===== src/rtl/tlb_search_arbiter.sv =====
// tlb_search_arbiter: shares one TLB search port between I and D MMUs, D first, I after STARVE_LIMIT denials; `MICRO_ITLB_EN adds a 1-entry I micro-TLB.
// Latency: accept in N, s_* driven in N+1, resp_valid in N+2; each tlb_wr cycle over a pending search adds one cycle.
// Backpressure: ready is combinational, no port grant while tlb_wr=1, the losing requester holds its payload.
module tlb_search_arbiter #(
  parameter int TLBNUM       = 16,
  parameter int STARVE_LIMIT = 4
) (
  input  logic                      clk,
  input  logic                      rst,
  input  logic                      i_req,
  input  logic [18:0]               i_vpn,
  input  logic                      i_odd,
  output logic                      i_ready,
  output logic                      i_resp_valid,
  output logic                      i_found,
  output logic [$clog2(TLBNUM)-1:0] i_index,
  output logic [19:0]               i_pfn,
  output logic [2:0]                i_c,
  output logic                      i_d,
  output logic                      i_v,
  input  logic                      d_req,
  input  logic [18:0]               d_vpn,
  input  logic                      d_odd,
  output logic                      d_ready,
  output logic                      d_resp_valid,
  output logic                      d_found,
  output logic [$clog2(TLBNUM)-1:0] d_index,
  output logic [19:0]               d_pfn,
  output logic [2:0]                d_c,
  output logic                      d_d,
  output logic                      d_v,
  input  logic [7:0]                asid,
  input  logic                      tlb_wr,
  output logic [18:0]               s_vpn,
  output logic                      s_odd,
  output logic [7:0]                s_asid,
  input  logic                      s_found,
  input  logic [$clog2(TLBNUM)-1:0] s_index,
  input  logic [19:0]               s_pfn,
  input  logic [2:0]                s_c,
  input  logic                      s_d,
  input  logic                      s_v
);
  localparam int IW = $clog2(TLBNUM);
  localparam logic [3:0] LIMIT = 4'(STARVE_LIMIT);

  typedef struct packed {
    logic          found;
    logic [IW-1:0] index;
    logic [19:0]   pfn;
    logic [2:0]    c;
    logic          d;
    logic          v;
  } res_t;

  typedef struct packed {
    logic        vld;
    logic        src_d;
    logic [18:0] vpn;
    logic        odd;
    logic [7:0]  asid;
  } s1_t;

  s1_t        s1_q, s1_nxt;
  res_t       s_res, i_res_q, d_res_q, u_pipe_res;
  logic       i_resp_vld_q, d_resp_vld_q, u_pipe_vld;
  logic [3:0] starve_cnt;
  logic       i_hit, i_prio, port_i, port_d, cap;

  assign s_res = {s_found, s_index, s_pfn, s_c, s_d, s_v};
  assign cap   = s1_q.vld && !tlb_wr;

  always_comb begin
    i_prio  = (starve_cnt == LIMIT);
    port_i  = !rst && !tlb_wr && i_req && !i_hit && (!d_req || i_prio);
    port_d  = !rst && !tlb_wr && d_req && !(i_req && !i_hit && i_prio);
    i_ready = port_i || i_hit;
    d_ready = port_d;
  end

  // S1 holds over a TLB write so the search is repeated against the new contents.
  always_comb begin
    s1_nxt = '0;
    if (port_d)
      s1_nxt = '{vld: 1'b1, src_d: 1'b1, vpn: d_vpn, odd: d_odd, asid: asid};
    else if (port_i)
      s1_nxt = '{vld: 1'b1, src_d: 1'b0, vpn: i_vpn, odd: i_odd, asid: asid};
    else if (tlb_wr)
      s1_nxt = s1_q;
  end

  always_ff @(posedge clk) begin
    if (rst) begin
      s1_q         <= '0;
      starve_cnt   <= '0;
      i_resp_vld_q <= 1'b0;
      d_resp_vld_q <= 1'b0;
      i_res_q      <= '0;
      d_res_q      <= '0;
    end else begin
      s1_q         <= s1_nxt;
      i_resp_vld_q <= (cap && !s1_q.src_d) || u_pipe_vld;
      d_resp_vld_q <= cap && s1_q.src_d;
      if (cap && !s1_q.src_d)
        i_res_q <= s_res;
      else if (u_pipe_vld)
        i_res_q <= u_pipe_res;
      if (cap && s1_q.src_d)
        d_res_q <= s_res;
      if (!i_req || i_ready)
        starve_cnt <= '0;
      else if (starve_cnt != LIMIT)
        starve_cnt <= starve_cnt + 4'd1;
    end
  end

`ifdef MICRO_ITLB_EN
  logic        u_vld;
  logic [18:0] u_vpn;
  logic        u_odd;
  logic [7:0]  u_asid;
  res_t        u_res;

  assign i_hit = !rst && !tlb_wr && i_req && u_vld &&
                 (u_vpn == i_vpn) && (u_odd == i_odd) && (u_asid == asid);

  // A hit skips the port but still answers in N+2 through a one-stage pipe.
  always_ff @(posedge clk) begin
    if (rst) begin
      u_vld      <= 1'b0;
      u_vpn      <= '0;
      u_odd      <= 1'b0;
      u_asid     <= '0;
      u_res      <= '0;
      u_pipe_vld <= 1'b0;
      u_pipe_res <= '0;
    end else begin
      u_pipe_vld <= i_hit;
      u_pipe_res <= u_res;
      if (cap && !s1_q.src_d && s_found && s_v) begin
        u_vld  <= 1'b1;
        u_vpn  <= s1_q.vpn;
        u_odd  <= s1_q.odd;
        u_asid <= s1_q.asid;
        u_res  <= s_res;
      end else if (tlb_wr || (u_asid != asid)) begin
        u_vld <= 1'b0;
      end
    end
  end
`else
  assign i_hit      = 1'b0;
  assign u_pipe_vld = 1'b0;
  assign u_pipe_res = '0;
`endif

  assign s_vpn  = s1_q.vpn;
  assign s_odd  = s1_q.odd;
  assign s_asid = s1_q.asid;

  assign i_resp_valid = i_resp_vld_q;
  assign d_resp_valid = d_resp_vld_q;
  assign {i_found, i_index, i_pfn, i_c, i_d, i_v} = i_res_q;
  assign {d_found, d_index, d_pfn, d_c, d_d, d_v} = d_res_q;
endmodule


===== config.mk =====
export PLATFORM = sky130hd
export DESIGN_NAME = tlb_search_arbiter
export DESIGN_NICKNAME = d
export VERILOG_FILES = /design/src/rtl/tlb_search_arbiter.sv
export SDC_FILE = /design/constraint.sdc
export NUM_CORES = 1
export LEC_CHECK = 0
export ABC_AREA = 0
export BUFFER_PORTS_ARGS = -buffer_cell sky130_fd_sc_hd__buf_2
export CORE_MARGIN = 10
export CORE_UTILIZATION = 41
export DETAILED_ROUTE_END_ITERATION = 6
export PLACE_DENSITY_LB_ADDON = 0.05
export RECOVER_POWER = 25
export SYNTH_ARGS = -nofsm -noshare
export SYNTH_HDL_FRONTEND = slang
export SYNTH_SLANG_ARGS = --single-unit

===== constraint.sdc =====
create_clock -name clk -period 2.8 [get_ports clk]
set_clock_uncertainty 0.05 [all_clocks]
set_input_delay 0.28 -clock clk [delete_from_list [all_inputs] [get_ports clk]]
set_output_delay 0.28 -clock clk [all_outputs]
set_load 0.01 [all_outputs]

# Word level (Yosys, flattened, before mapping)
# Cells that the tools add are included.
[op_classes] addsub=1 order_cmp=0 n_eq_ne=3 multipliers=0 n_bitwise=0 muxes=3 div_mod_pow=0 shift=0 reduce_logical=18
[op_table] op="two-way mux 30 bit" count=3
[op_table] op="logical AND 1 bit" count=9
[op_table] op="zero test 1 bit" count=6
[op_table] op="adder 4 x 1 -> 4 bit (second input constant)" count=1
[op_table] op="equality test 4 x 3 -> 1 bit (second input constant)" count=1
[op_table] op="inequality test 4 x 3 -> 1 bit (second input constant)" count=1
[op_table] op="inequality test 3 bit (second input constant)" count=1
[op_table] op="logical OR 1 bit" count=2
[op_table] op="OR reduction 2 bit" count=1
[totals] rom_bits=0 mem_bits_rw=0 latch_bits=0 wordCells=45 memories=0 ff_bits=96

# Longest topological paths before layout
[logic_depth] ltp_word=6 depth_mapped=6 ltp_nobuf=5

# Worst setup path after synthesis
# OpenSTA, ideal clock, no wires.
[synth_path] path_type="reg2out" start="register starve_cnt[0]" end="output i_ready" required_ps=2470 setup_slack_ps=1146 arrival_time_ps=1324 stages_incl_launch_ff=6 path_cell_list="dfxtp_1 -> inv_1 -> ha_1 -> nand3b_4 -> a2111oi_4 -> buf_6"
[synth_between] elab_chain_len=3
[synth_lines] element="from (decl)" line_no="67" text="logic [3:0] starve_cnt;"
[synth_lines] element="from (signal assigned)" line_no="113" text="starve_cnt <= starve_cnt + 4'd1;"
[synth_lines] element="equality test 4 x 3 -> 1 bit" line_no="74" text="i_prio = (starve_cnt == LIMIT);"
[synth_lines] element="logical OR 1 bit" line_no="75" text="port_i = !rst && !tlb_wr && i_req && !i_hit && (!d_req || i_prio);"
[synth_lines] element="logical AND 1 bit" line_no="75"
[synth_lines] element="to (decl)" line_no="13" text="output logic i_ready,"
# No other way between the ends.

# Final worst setup path
# Ends and elaborated chain as after synthesis.

==> out/results.md <==
| Metric | Value | Unit |
|:---|:---|:---|
| Post-synth EDFFs | 0 | - |
| Antenna violations before repair | 0 | - |
| Data arrival at the endpoint of the critical path | 1960 | ps |
| Boundary pin count | 175 | - |
| Crit path max fanout | 21 | - |
| FFs w/ async S/R, synth | 0 | % |
| Metal1 wirelength | 4380 | µm |
| LEAKAGE | 1.99 | nW |
| Vertical die dimension | 115 | µm |
| Standard cell core area | 0.00872 | mm² |
| Clock latency reported for the late side of the worst-skew pair | 340 | ps |
| Number of buffer and inverter instances along the worst setup path | 3 | - |
| Top FF cell, synth | sky130_fd_sc_hd__dfxtp_1 | - |
| Violated checks | capacitance limit, slew limit | - |
| Number of warnings printed during yosys synthesis | 0 | - |
| N_diodes | 0 | - |
| Initial core utilization | 42.1 | % |
| Clock tree from TritonCTS | built | - |
| Total via count in the routed design | 3,184 | - |
| Area fraction of the dominant cell type after synthesis | 52.3 | % |
| Setup repair bufs after CTS | 0 | - |
| Maximum VDD drop | 317 | µV |
| DIE AREA | 0.0131 | mm² |
| Delay of the slowest cell on the worst path | 350 | ps |
| Library cell with the largest summed area after synthesis | sky130_fd_sc_hd__dfxtp_1 | - |
| Area of the mapped netlist | 0.00367 | mm² |
| Critical Path End Type | output pin | - |
| Cell with the most instances after synthesis | sky130_fd_sc_hd__nand2_1 | - |
| Sequential share of the synthesized area | 52.3 | % |
| MaxCap Viol Count | 1 | - |
| Register bit total from synthesis | 96 | - |
| Area after detailed placement | 0.00439 | mm² |
| Period minus WS final | 2290 | ps |
| Length of the first detailed-routing pass in iterations | 4 | - |
| Crit Path Category | flop to output pin | - |
| Reg clk slew, reported paths | 90 | ps |
| Worst path slowest cell | sky130_fd_sc_hd__dfxtp_1 | - |
| DRT iter0 DRCs | 153 | - |
| Max-slew violation count | 32 | - |
| Routed length per instance | 15.4 | µm |
| First-pass GRT wire length | 16,300 | µm |
| Maximum number of pins on one net before global-route repair | 36 | - |
| Detailed-placement wirelength estimate | 7370 | µm |
| # port buffers | 174 | - |
| Number of resized instances in the post-cts repair step | 0 | - |
| Total number of placement rows | 34 | - |
| CTS root buf | sky130_fd_sc_hd__clkbuf_8 | - |
| Wire length on met2 | 4620 | µm |
| Fmax achieved | 0.437 | GHz |
| Clk buf depth | 2 | - |
| Weighted congestion reported at the end of routability-driven placement | 0.716 | - |
| Number of buffers inserted during clock tree synthesis | 9 | - |
| Clock sink count | 96 | - |
| Post-synth net total | 496 | - |
| Final setup violating endpoints | 0 | - |
| Worst Hold Class | input port to flop | - |
| Highest metal layer with signal wires | met4 | - |
| Vias in the first global route | 3,299 | - |
| Layout overhead on the synthesized area | 24.7 | % |
| Synth top area cells | sky130_fd_sc_hd__dfxtp_1 52%, sky130_fd_sc_hd__nand2_1 12%, sky130_fd_sc_hd__a21oi_1 8.3% | - |
| Ordered cell list for the critical path | inv_1, ha_1, nand3b_4, a2111oi_4, buf_4, buf_2 | - |
| H-tree depth | 3 | - |
| Width of the chip | 115 | µm |
| Power density cells | 617 | mW/mm² |
| Number of cells produced by synthesis | 411 | - |
| Run status | finished, violations left | - |
| Final instance area | 0.00458 | mm² |
| Remaining Overflow, GRT | 0 | - |
| Detailed-route wire length | 10,100 | µm |
| Unrepaired setup endpoints after global routing | false | - |
| Average cell area after synthesis | 8.94 | µm² |
| Distinct cells, synth | 29 | - |
| Portion of the clock cycle consumed by the worst path in the final layout | 81.6 | % |
| Largest delay share family, worst path | buffers and inverters | - |
| Hold-fix buffers, CTS | 0 | - |
| Number of nets in the layout | 632 | - |
| Startpoint type of the worst setup path | flop | - |
| Share of layout cells above drive strength 1 | 27.9 | % |
| Via density | 4.83 | - |
| Met3 WL post-DR | 1030 | µm |
| Normalized max-slew margin | -2.97 | % |
| Fin. Hold Viols | 0 | - |
| GRT Overall Usage | 15.2 | % |
| Total Negative Setup Slacks | 0 | ps |
| Antenna Nets Post-Route | 0 | - |
| Endpoint required time on the critical path | 2470 | ps |
| DRC errors left | 0 | - |
| Synth top cells by count | 120 x sky130_fd_sc_hd__nand2_1, 96 x sky130_fd_sc_hd__dfxtp_1, 61 x sky130_fd_sc_hd__a21oi_1 | - |
| Pin slew with the least headroom to its limit | 1540 | ps |
per-layer routing:
layer	GRT usage (%)	up-vias
met4	5.10	0
met5	0	-
li1	-	1612
met2	24.2	126
met1	18.1	1436
met3	6.03	10
registers in the layout, summed over array words and instances (netlist names), 2 cells and up:
| register | count |
|---|---|
| s1_q | 2 |
| i_c | 3 |
| s_asid | 8 |
| d_index | 4 |
| i_pfn | 20 |
| starve_cnt | 4 |
| s_vpn | 19 |
| d_pfn | 20 |
| d_c | 3 |
| i_index | 4 |
worst paths after layout:
check / from / endpoint / slack, ps / cells after the start
max reg2reg: s1_q[28]$_SDFFE_PP0P_ / d_pfn[4]$_SDFFE_PP0P_ / 780 / 4
max: starve_cnt[0]$_SDFFE_PP0P_ / i_ready / 510 / 6
min reg2reg: i_found$_SDFFE_PP0P_ / i_found$_SDFFE_PP0P_ / 400 / 2
min: asid[2] / s_asid[2]$_SDFFE_PP0P_ / 80 / 2
area by class of cell:
| class | instances | area, µm² |
|---|---|---|
| Inverter | 4 | 15.0 |
| Fill cell | 886 | 4140 |
| Clock inverter | 5 | 129 |
| Tap cell | 108 | 135 |
| Multi-Input combinational cell | 256 | 1400 |
| Clock buffer | 10 | 128 |
| Sequential cell | 96 | 1920 |
| Timing Repair Buffer | 180 | 855 |
stage by stage:
step                worst slack (ps)  util, %  hold slack, ps  power, mW  instances
finish                           514     52.5            81.9       2.83        659
global route                     426     52.5            78.9       2.96        659
CTS                              482     53.2            69.1       2.87        659
detailed placement               873     50.3             394       1.73        644
global placement                 925     50.3             389       1.72        644
floorplan                       1150        -             355       1.62        411
placed cells by master (no fill, tap or decap):
cell	synthesis	final
sky130_fd_sc_hd__a2111oi_4	1	1
sky130_fd_sc_hd__a21o_1	2	2
sky130_fd_sc_hd__a21oi_1	61	61
sky130_fd_sc_hd__a221o_1	19	19
sky130_fd_sc_hd__a221o_2	1	1
sky130_fd_sc_hd__a22o_1	8	8
sky130_fd_sc_hd__a32oi_1	1	1
sky130_fd_sc_hd__and2_1	20	20
sky130_fd_sc_hd__and3b_1	2	2
sky130_fd_sc_hd__buf_2	4	128
sky130_fd_sc_hd__buf_4	28	5
sky130_fd_sc_hd__bufinv_16	0	4
sky130_fd_sc_hd__clkbuf_1	11	48
sky130_fd_sc_hd__clkbuf_8	0	9
sky130_fd_sc_hd__dfxtp_1	96	96
sky130_fd_sc_hd__ha_1	2	2
sky130_fd_sc_hd__inv_1	4	4
sky130_fd_sc_hd__inv_6	0	1
sky130_fd_sc_hd__mux2i_1	2	2
sky130_fd_sc_hd__nand2_1	120	120
sky130_fd_sc_hd__nand3_1	1	1
sky130_fd_sc_hd__nand3b_1	1	1
sky130_fd_sc_hd__nand3b_4	1	1
sky130_fd_sc_hd__nor2_1	7	7
sky130_fd_sc_hd__nor2b_2	0	1
sky130_fd_sc_hd__nor3b_2	0	1
sky130_fd_sc_hd__o211a_4	1	1
sky130_fd_sc_hd__o21a_1	1	1
sky130_fd_sc_hd__or3b_2	1	1
sky130_fd_sc_hd__xnor2_1	2	2
report_power, final:
| group | leakage, nW | internal [mW] | switching [mW] | total (mW) |
|---|---|---|---|---|
| registers | 0.780 | 1.41 | 0.0247 | 1.44 |
| clock network | 0.127 | 0.683 | 0.460 | 1.14 |
| logic | 1.08 | 0.110 | 0.138 | 0.247 |
| total | 1.99 | 2.20 | 0.623 | 2.83 |
logic make-up (layout without fill, tap and decap cells):
kind of cell    after synthesis  count (layout)  share of synthesized area (%)
compound gates               95              95                           17.8
xor+xnor                      2               2                          0.477
fa+ha+maj                     2               2                          0.681
buf+inv                      59             199                           9.84
flops                        96              96                           52.3
mux                           2               2                          0.545
simple gates                155             155                           18.4
No activity file was read; power rests on OpenSTA's default activity.
